`config.mk`:
```
export PLATFORM = sky130hd
export DESIGN_NAME = freq_seg_display
export DESIGN_NICKNAME = d
export VERILOG_FILES = /design/src/rtl/freq_seg_display.sv
export SDC_FILE = /design/constraint.sdc
export NUM_CORES = 1
export LEC_CHECK = 0
export CAP_MARGIN = 20
export CORE_MARGIN = 2
export CORE_UTILIZATION = 35
export DETAILED_ROUTE_END_ITERATION = 8
export SYNTH_ARGS = -nofsm -noshare
export SYNTH_HDL_FRONTEND = slang
export SYNTH_SLANG_ARGS = --single-unit
```
`constraint.sdc`:
```
create_clock -name sys_clk -period 1.92 [get_ports sys_clk]
set_input_delay 0.192 -clock sys_clk [delete_from_list [all_inputs] [get_ports sys_clk]]
set_output_delay 0.192 -clock sys_clk [all_outputs]
set_load 0.01 [all_outputs]
```
`src/rtl/freq_seg_display.sv`:
```
// Converts each new 34-bit frequency word to BCD (sequential double-dabble), auto-ranges to Hz/kHz
// and drives two time-multiplexed 4-digit 7-segment groups.
module freq_seg_display #(
  parameter int unsigned SCAN_CNT_MAX = 100_000
) (
  input  logic        sys_clk,
  input  logic        sys_rst_n,
  input  logic [33:0] freq,
  output logic [7:0]  an,
  output logic [7:0]  seg1,
  output logic [7:0]  seg0,
  output logic        unit_khz,
  output logic        busy
);

  localparam int unsigned FREQ_W  = 34;
  localparam int unsigned BCD_N   = 11;
  localparam int unsigned DISP_N  = 8;
  localparam int unsigned ITER_W  = 6;
  localparam int unsigned SCAN_W  = (SCAN_CNT_MAX > 0) ? $clog2(SCAN_CNT_MAX + 1) : 1;
  localparam logic [ITER_W-1:0] ITER_LAST = ITER_W'(FREQ_W - 1);
  localparam logic [SCAN_W-1:0] SCAN_LAST = SCAN_W'(SCAN_CNT_MAX);

  typedef enum logic [1:0] {IDLE, CONV, LOAD} state_t;

  state_t                      state, state_n;
  logic [FREQ_W-1:0]           s1, s2, conv_last, bin;
  logic [BCD_N-1:0][3:0]       bcd, bcd_adj;
  logic [ITER_W-1:0]           iter;
  logic [DISP_N-1:0][3:0]      disp;
  logic [DISP_N-1:0]           blank;
  logic [SCAN_W-1:0]           scan_cnt;
  logic [1:0]                  slot;
  logic                        conv_start;
  logic                        nz_above;
  logic [2:0]                  lo_idx, hi_idx;

  function automatic logic [7:0] seg_code(input logic [3:0] d);
    logic [7:0] s;
    case (d)
      4'd0:    s = 8'h3F;
      4'd1:    s = 8'h06;
      4'd2:    s = 8'h5B;
      4'd3:    s = 8'h4F;
      4'd4:    s = 8'h66;
      4'd5:    s = 8'h6D;
      4'd6:    s = 8'h7D;
      4'd7:    s = 8'h07;
      4'd8:    s = 8'h7F;
      4'd9:    s = 8'h6F;
      default: s = 8'h00;
    endcase
    return s;
  endfunction

  // A new value is accepted only once the synchroniser has settled on it.
  assign conv_start = (state == IDLE) && (s1 == s2) && (s2 != conv_last);

  always_ff @(posedge sys_clk or negedge sys_rst_n) begin
    if (!sys_rst_n) state <= IDLE;
    else            state <= state_n;
  end

  always_comb begin
    state_n = state;
    case (state)
      IDLE:    if (conv_start) state_n = CONV;
      CONV:    if (iter == ITER_LAST) state_n = LOAD;
      LOAD:    state_n = IDLE;
      default: state_n = IDLE;
    endcase
  end

  always_ff @(posedge sys_clk or negedge sys_rst_n) begin
    if (!sys_rst_n) begin
      busy <= 1'b0;
      s1   <= '0;
      s2   <= '0;
    end else begin
      busy <= (state_n == CONV);
      s1   <= freq;
      s2   <= s1;
    end
  end

  // Add-3 correction on every nibble before each shift.
  always_comb begin
    bcd_adj = bcd;
    for (int n = 0; n < BCD_N; n++) begin
      if (bcd[n] >= 4'd5) bcd_adj[n] = bcd[n] + 4'd3;
    end
  end

  always_ff @(posedge sys_clk or negedge sys_rst_n) begin
    if (!sys_rst_n) begin
      conv_last <= '0;
      bin       <= '0;
      bcd       <= '0;
      iter      <= '0;
      disp      <= '0;
      unit_khz  <= 1'b0;
    end else begin
      case (state)
        IDLE: begin
          if (conv_start) begin
            conv_last <= s2;
            bin       <= s2;
            bcd       <= '0;
            iter      <= '0;
          end
        end
        CONV: begin
          {bcd, bin} <= {bcd_adj, bin} << 1;
          iter       <= iter + ITER_W'(1);
        end
        LOAD: begin
          if (bcd[10:8] == '0) begin
            disp     <= bcd[7:0];
            unit_khz <= 1'b0;
          end else begin
            disp     <= bcd[10:3];
            unit_khz <= 1'b1;
          end
        end
        default: ;
      endcase
    end
  end

  // Leading-zero blanking; the rightmost digit always shows.
  always_comb begin
    blank    = '0;
    nz_above = 1'b0;
    for (int i = DISP_N - 1; i >= 1; i--) begin
      nz_above = nz_above | (disp[3'(i)] != 4'd0);
      blank[3'(i)] = ~nz_above;
    end
  end

  always_ff @(posedge sys_clk or negedge sys_rst_n) begin
    if (!sys_rst_n) begin
      scan_cnt <= '0;
      slot     <= '0;
    end else if (scan_cnt == SCAN_LAST) begin
      scan_cnt <= '0;
      slot     <= slot + 2'd1;
    end else begin
      scan_cnt <= scan_cnt + SCAN_W'(1);
    end
  end

  assign lo_idx = {1'b0, slot};
  assign hi_idx = {1'b1, slot};

  always_ff @(posedge sys_clk or negedge sys_rst_n) begin
    if (!sys_rst_n) begin
      an   <= '0;
      seg0 <= '0;
      seg1 <= '0;
    end else begin
      an   <= 8'h11 << slot;
      seg0 <= blank[lo_idx] ? 8'h00 : seg_code(disp[lo_idx]);
      seg1 <= blank[hi_idx] ? 8'h00 : seg_code(disp[hi_idx]);
    end
  end

endmodule

```
==> results of run 1 <==
[stage by stage]
step	util	setup TNS (ns)	instance area, um^2	cells	worst slack, ns
2_1_floorplan	-	-0.824	11900	1118	-0.0557
3_3_place_gp	0.407	-47.32	13600	1661	-0.454
3_5_place_dp	0.407	-49.68	13600	1661	-0.495
4_1_cts	0.438	-38.21	14700	1716	-0.396
5_1_grt	0.447	-54.55	15000	1722	-0.505
6_report	0.447	-32.66	15000	1722	-0.341
[final cells by class]
class / instances / area (um^2)
Clock inverter: 12 / 121
Tap cell: 448 / 561
Clock buffer: 40 / 837
Timing Repair Buffer: 164 / 1660
Sequential cell: 259 / 6480
Fill cell: 3120 / 18500
Inverter: 50 / 188
Multi-Input combinational cell: 749 / 5110
[cell usage after synthesis, types with 32 or more instances]
master | number | share of area
dfrtp_1 | 259 | 0.55
nand2_1 | 160 | 0.051
o21ai_0 | 70 | 0.030
xnor2_1 | 60 | 0.044
inv_1 | 50 | 0.016
nand3_1 | 46 | 0.019
nor2_1 | 45 | 0.014
ha_1 | 44 | 0.046
xor2_1 | 42 | 0.031
o21ai_1 | 38 | 0.016
a21oi_1 | 37 | 0.016
clkbuf_1 | 32 | 0.010
[worst register-to-register path, delay by kind of cell, from the launching register on]
family	cells	cell delay, ns
buffers and inverters	2	0.36
AO/OA/AOI/OAI	1	0.12
flip-flops	1	0.38
AND/OR/NAND/NOR	4	1.09
XOR/XNOR	1	0.17
[routing by layer]
metal  wire length (um)  vias to the layer above
met3               1050                       36
met4                478                        0
met1              12200                     4108
met2              12800                      177
met5                  0                        -
li1                   -                     4121
[flip-flops by register name, summed over array words and instances (netlist names)]
signal / cells
seg1: 7
state: 2
unit_khz: 1
an: 4
s1: 34
bcd: 44
bin: 34
scan_cnt: 17
conv_last: 34
iter: 6
slot: 2
busy: 1
s2: 34
disp: 32
seg0: 7
[worst paths after layout]
check / to / start
hold / removal: s1[0] / freq[0]
setup / recovery: bin[19] / s1[27]
hold reg to reg: s2[14] / s1[14]
min in group asynchronous: disp[31] / sys_rst_n
setup reg to reg: bin[19] / s1[27]
max in group asynchronous: s1[29] / sys_rst_n
[power breakdown]
part / internal (mW) / total [mW] / switching, mW
sequential: 5.53 / 5.59 / 0.0584
combinational: 0.175 / 0.370 / 0.195
clock: 3.30 / 5.48 / 2.18
total: 9.01 / 11.4 / 2.43
[repair_timing]
item	in CTS	in global routing
setup buffers	1	4
endpoints found under the setup margin	150	151
cloned	1	3
resized for setup	26	78
hold buffers	1	0
pin swaps	3	6
hold endpoints to repair	259	0
[logic make-up after synthesis]
| group | Yosys count |
|---|---|
| other | 1 |
| buffers and inverters | 110 |
| AO/OA/AOI/OAI | 238 |
| AND/OR/NAND/NOR | 321 |
| XOR/XNOR | 102 |
| flip-flops | 259 |
| adder cells (fa/ha/maj) | 44 |
| multiplexers | 42 |
==> impl_metrics.csv, run 1 <==
group,metric,value,unit
sta,drv_slew,0,
yosys,synth_edf_count,0,
final_layout,area_delta_synth_final,26.0,%
yosys,postSynthCellCount,1117,
worst_setup_path,reg2reg_slack,-0.34,ns
sta,setup_viol,145,
sta,finalHoldViolations,0,
routing,drc,0,
floorplan,io_pins,62,
yosys,synth_compound_area_frac,0.120,
global_routing,grt_pass1_vias,8342,
clock_network,cts_buffers,28,
yosys,async_flop_share,1.00,
final_layout,final_cell_mix,"259 x dfrtp_1, 160 x nand2_1, 72 x o21ai_1, 72 x buf_4, 58 x clkdlybuf4s50_1",
final_layout,final_common_cell,"dfrtp_1",
final_layout,nets,1332,
yosys,synth.cell_area,11900,um^2
yosys,yosys.area_share.adder,0.0464,
global_routing,grtUsageMet2,0.251,
worst_setup_path,timing_worst_setup_path_type,"reg -> reg",
yosys,synthSimpleGateAreaFrac,0.124,
global_routing,grt_pass1_wl,43800,um
global_routing,grt_busiest_layer,"met2",
sta,fin_skew,0.0108,ns
yosys,synth_top_family_by_area,"simple AND/OR/NAND/NOR gates",
sta,setup_ws,-0.341,ns
worst_setup_path,critPathTopFamily,"simple AND/OR/NAND/NOR gates",
sta,layout_worst_path_cycle_share,1.18,
clock_network,cts_max_level,1,
yosys,ys_types,46,
worst_hold_path,worstHoldPathCells,1,
sta,worstMarginPinSlew,0.635,ns
yosys,ys_seq_area_frac,0.546,
worst_setup_path,crit_path_max_fanout,24,
yosys,synth_mux_area_frac,0.0445,
yosys,ys_seq_elements,259,
worst_setup_path,cp.depth,8,
clock_network,clock-sinks,259,
routing,vias_per_cell,4.90,
global_routing,grt.total_usage,0.150,
final_layout,drive_gt1_frac,0.177,
placement,io_buffers,59,
yosys,yosys_most_used_dff,"dfrtp_1",
floorplan,rows,67,
routing,first_pass_iters,5,
yosys,synthXorXnorAreaFrac,0.0753,
sta,whs,0.0826,ns
routing,ant_nets,0,
global_routing,overflow,0,
placement,gp_congestion,0.800,
floorplan,fp.coreArea,33400,um^2
power,power.total,11.4,mW
worst_setup_path,r2r_cells,8,
power,p_leak,6.64,nW
routing,wl_per_cell,15.4,um
status,violations,"setup timing",
worst_setup_path,slowest_delay,0.44,ns
power,power_density,765,nW/um^2
routing,wirelength,26500,um
global_routing,use_met3,0.0238,
sta,layout_min_cycle_time,2.26,ns
yosys,syn_avg_cell_area,10.6,um^2
clock_network,clkLatencyLatePin,0.54,ns
worst_setup_path,crit_slowest_cell,"or3_4",
global_routing,use_met1,0.208,
placement,dpl.hpwl,18000,um
worst_setup_path,end_kind,"flop",
clock_network,max-clock-path-buffers,3,
worst_setup_path,arrival,2.66,ns
sta,rsz0062_at_grt,"yes",
yosys,synth_warnings,0,
final_layout,antenna_cells,0,
worst_setup_path,critical_path.startpoint_type,"flop",
status,status,"finished with violations",
floorplan,die_area,35400,um^2
floorplan,die_x,188,um
global_routing,grt_max_degree,67,
run,max_cap_viol_count,0,
clock_network,clockRootBuffer,"clkbuf_16",
sta,max-slew-margin-rel,0.576,
worst_hold_path,min_path_type,"in -> reg",
clock_network,clk_pin_slew,0.06,ns
global_routing,grt_antenna_before_repair,0,
power,peakVddDrop,739,uV
floorplan,start_util,0.355,
sta,fmax,442,MHz
worst_setup_path,crit_buf_inv,2,
worst_setup_path,required,2.32,ns
clock_network,cts_tree,"done",
floorplan,die_h,188,um
worst_setup_path,path_cells,"xor2_1, nor4_2, buf_4, nand4_1, or3_4, nor2_4, buf_12, o211ai_1",
routing,vias,8442,
routing,drt_iter0_markers,459,
Power figures use the tool's default switching activity.
==> inputs of run 2 (changes only) <==
- CAP_MARGIN: 20 -> 25
==> results of run 2 <==
Final layout, timing and power as in run 1 (identical DEF).
==> inputs of run 3 (changes only) <==
- CTS_BUF_LIST: not set -> sky130_fd_sc_hd__clkbuf_4 sky130_fd_sc_hd__clkbuf_8
- SETUP_SLACK_MARGIN: not set -> 0.05
- clock period: 1.92 -> 2.53 ns (I/O delays scaled with it)
==> run 3 against run 2 <==
The run now ends clean. Total power fell by 26%. Worst setup slack improved by 0.50 ns. Maximum frequency down 4.5%. Critical path depth shrank 1. Final area shrank 6.0%. Clock power fell by 28%. Core utilization fell by 2.7 points. Critical path type unchanged. Count of clock-buffer cells in the layout increased by 30. Flip-flop and latch count unchanged. Wire length down 2.5%. Register-to-register slack gained 0.50 ns. Via count shrank 1.5%. Largest cell class unchanged.
==> impl_metrics.csv, run 3 (synthesized netlist as in run 1, its figures left out) <==
group,metric,value,unit
sta,max-slew-margin-rel,0.536,
worst_setup_path,crit_buf_inv,1,
final_layout,nets,1279,
clock_network,clockRootBuffer,"clkbuf_8",
status,status,"completed",
global_routing,grt_pass1_wl,43500,um
clock_network,cts_max_level,2,
worst_setup_path,crit_path_max_fanout,38,
worst_setup_path,arrival,2.75,ns
worst_setup_path,end_kind,"flop",
run,max_cap_viol_count,0,
worst_setup_path,crit_slowest_cell,"or3_4",
global_routing,grt_pass1_vias,8486,
routing,drt_iter0_markers,535,
routing,first_pass_iters,5,
clock_network,clkLatencyLatePin,0.55,ns
routing,wl_per_cell,15.4,um
clock_network,clk_pin_slew,0.06,ns
sta,layout_worst_path_cycle_share,0.936,
final_layout,final_common_cell,"dfrtp_1",
routing,vias_per_cell,4.95,
global_routing,grt_max_degree,70,
routing,wirelength,25800,um
sta,drv_slew,0,
floorplan,io_pins,62,
worst_hold_path,min_path_type,"in -> reg",
floorplan,rows,67,
floorplan,die_h,188,um
sta,finalHoldViolations,0,
sta,whs,0.134,ns
final_layout,final_cell_mix,"259 x dfrtp_1, 160 x nand2_1, 70 x o21ai_0, 60 x xnor2_1, 58 x clkdlybuf4s50_1",
worst_setup_path,required,2.91,ns
final_layout,area_delta_synth_final,18.5,%
routing,drc,0,
final_layout,regMostFlops,"bcd",
final_layout,largest_reg_flops,44,
final_layout,drive_gt1_frac,0.122,
final_layout,stdcell_area,14100,um^2
power,power_density,602,nW/um^2
routing,vias,8313,
global_routing,overflow,0,
sta,fmax,422,MHz
clock_network,clock-sinks,259,
clock_network,cts_tree,"done",
worst_setup_path,path_cells,"xor2_1, nor3_1, nand4_1, or3_4, nor2_4, buf_12, o22ai_1",
final_layout,fin_cells,1679,
clock_network,max-clock-path-buffers,3,
floorplan,die_x,188,um
global_routing,grt_antenna_before_repair,0,
power,peakVddDrop,425,uV
placement,place_inst,1600,
clock_network,cts_buffers,44,
sta,layout_min_cycle_time,2.37,ns
worst_setup_path,critPathTopFamily,"simple AND/OR/NAND/NOR gates",
worst_setup_path,timing_worst_setup_path_type,"reg -> reg",
final_layout,antenna_cells,0,
floorplan,start_util,0.355,
placement,gp_congestion,0.803,
worst_setup_path,critical_path.startpoint_type,"flop",
sta,fin_skew,0.0267,ns
placement,post_dp_cell_area,13100,um^2
placement,dpl.hpwl,17200,um
placement,io_buffers,59,
sta,worstMarginPinSlew,0.696,ns
power,p_leak,6.29,nW
routing,ant_nets,0,
sta,rsz0062_at_grt,"no",
global_routing,grt.total_usage,0.150,
worst_setup_path,slowest_delay,0.50,ns
floorplan,fp.coreArea,33400,um^2
floorplan,die_area,35400,um^2
sta,setup_viol,0,
## run 3: what timing repair did
item | 4_1_cts | 5_1_grt
hold endpoints to repair | 63 | 0
buffers inserted | 0 | 0
setup endpoints to repair | 56 | 31
hold buffers | 1 | 0
gates resized for setup | 1 | 2
## run 3: per-layer routing
layer,track usage,vias to the layer above,share of wire
met5,0,-,0
met4,0.0488,0,0.028
met3,0.0266,53,0.048
met2,0.249,193,0.47
met1,0.200,4049,0.45
li1,-,4018,-
## run 3: through the flow
step	setup TNS (ns)	setup WS, ns	power (mW)	utilization
after floorplan	0	0.508	4.38	-
after global placement	-0.129	-0.0213	4.57	0.391
after CTS	0	0.104	8.59	0.420
final	0	0.161	8.46	0.420
after detailed placement	-0.240	-0.0498	4.57	0.391
after global routing	0	0.0282	8.79	0.420
## run 3: power breakdown
part	internal, mW	total, mW	switching, mW	leakage [nW]
Combinational	0.107	0.239	0.133	2.40
Sequential	4.20	4.25	0.0545	3.38
Clock	2.28	3.96	1.68	0.503
Total	6.59	8.46	1.87	6.29
## run 3: final timing paths
path / to / slack [ns] / start / cells past startpoint
setup / recovery: bcd[5] / 0.16 / s2[20] / 7
hold / removal: s1[25] / 0.13 / freq[25] / 1
setup reg to reg: bcd[5] / 0.16 / s2[20] / 7
hold reg to reg: s2[14] / 0.39 / s1[14] / 0
max in group asynchronous: disp[15] / 1.52 / sys_rst_n / 3
min in group asynchronous: bcd[34] / 0.28 / sys_rst_n / 2
## run 3: area by class of cell
type / instances / area (um^2)
multi-input combinational: 749 / 4900
tap: 448 / 561
timing repair buffer: 95 / 981
clock buffer: 70 / 870
clock inverter: 8 / 71.3
fill: 3180 / 19400
inverter: 50 / 188
sequential: 259 / 6480
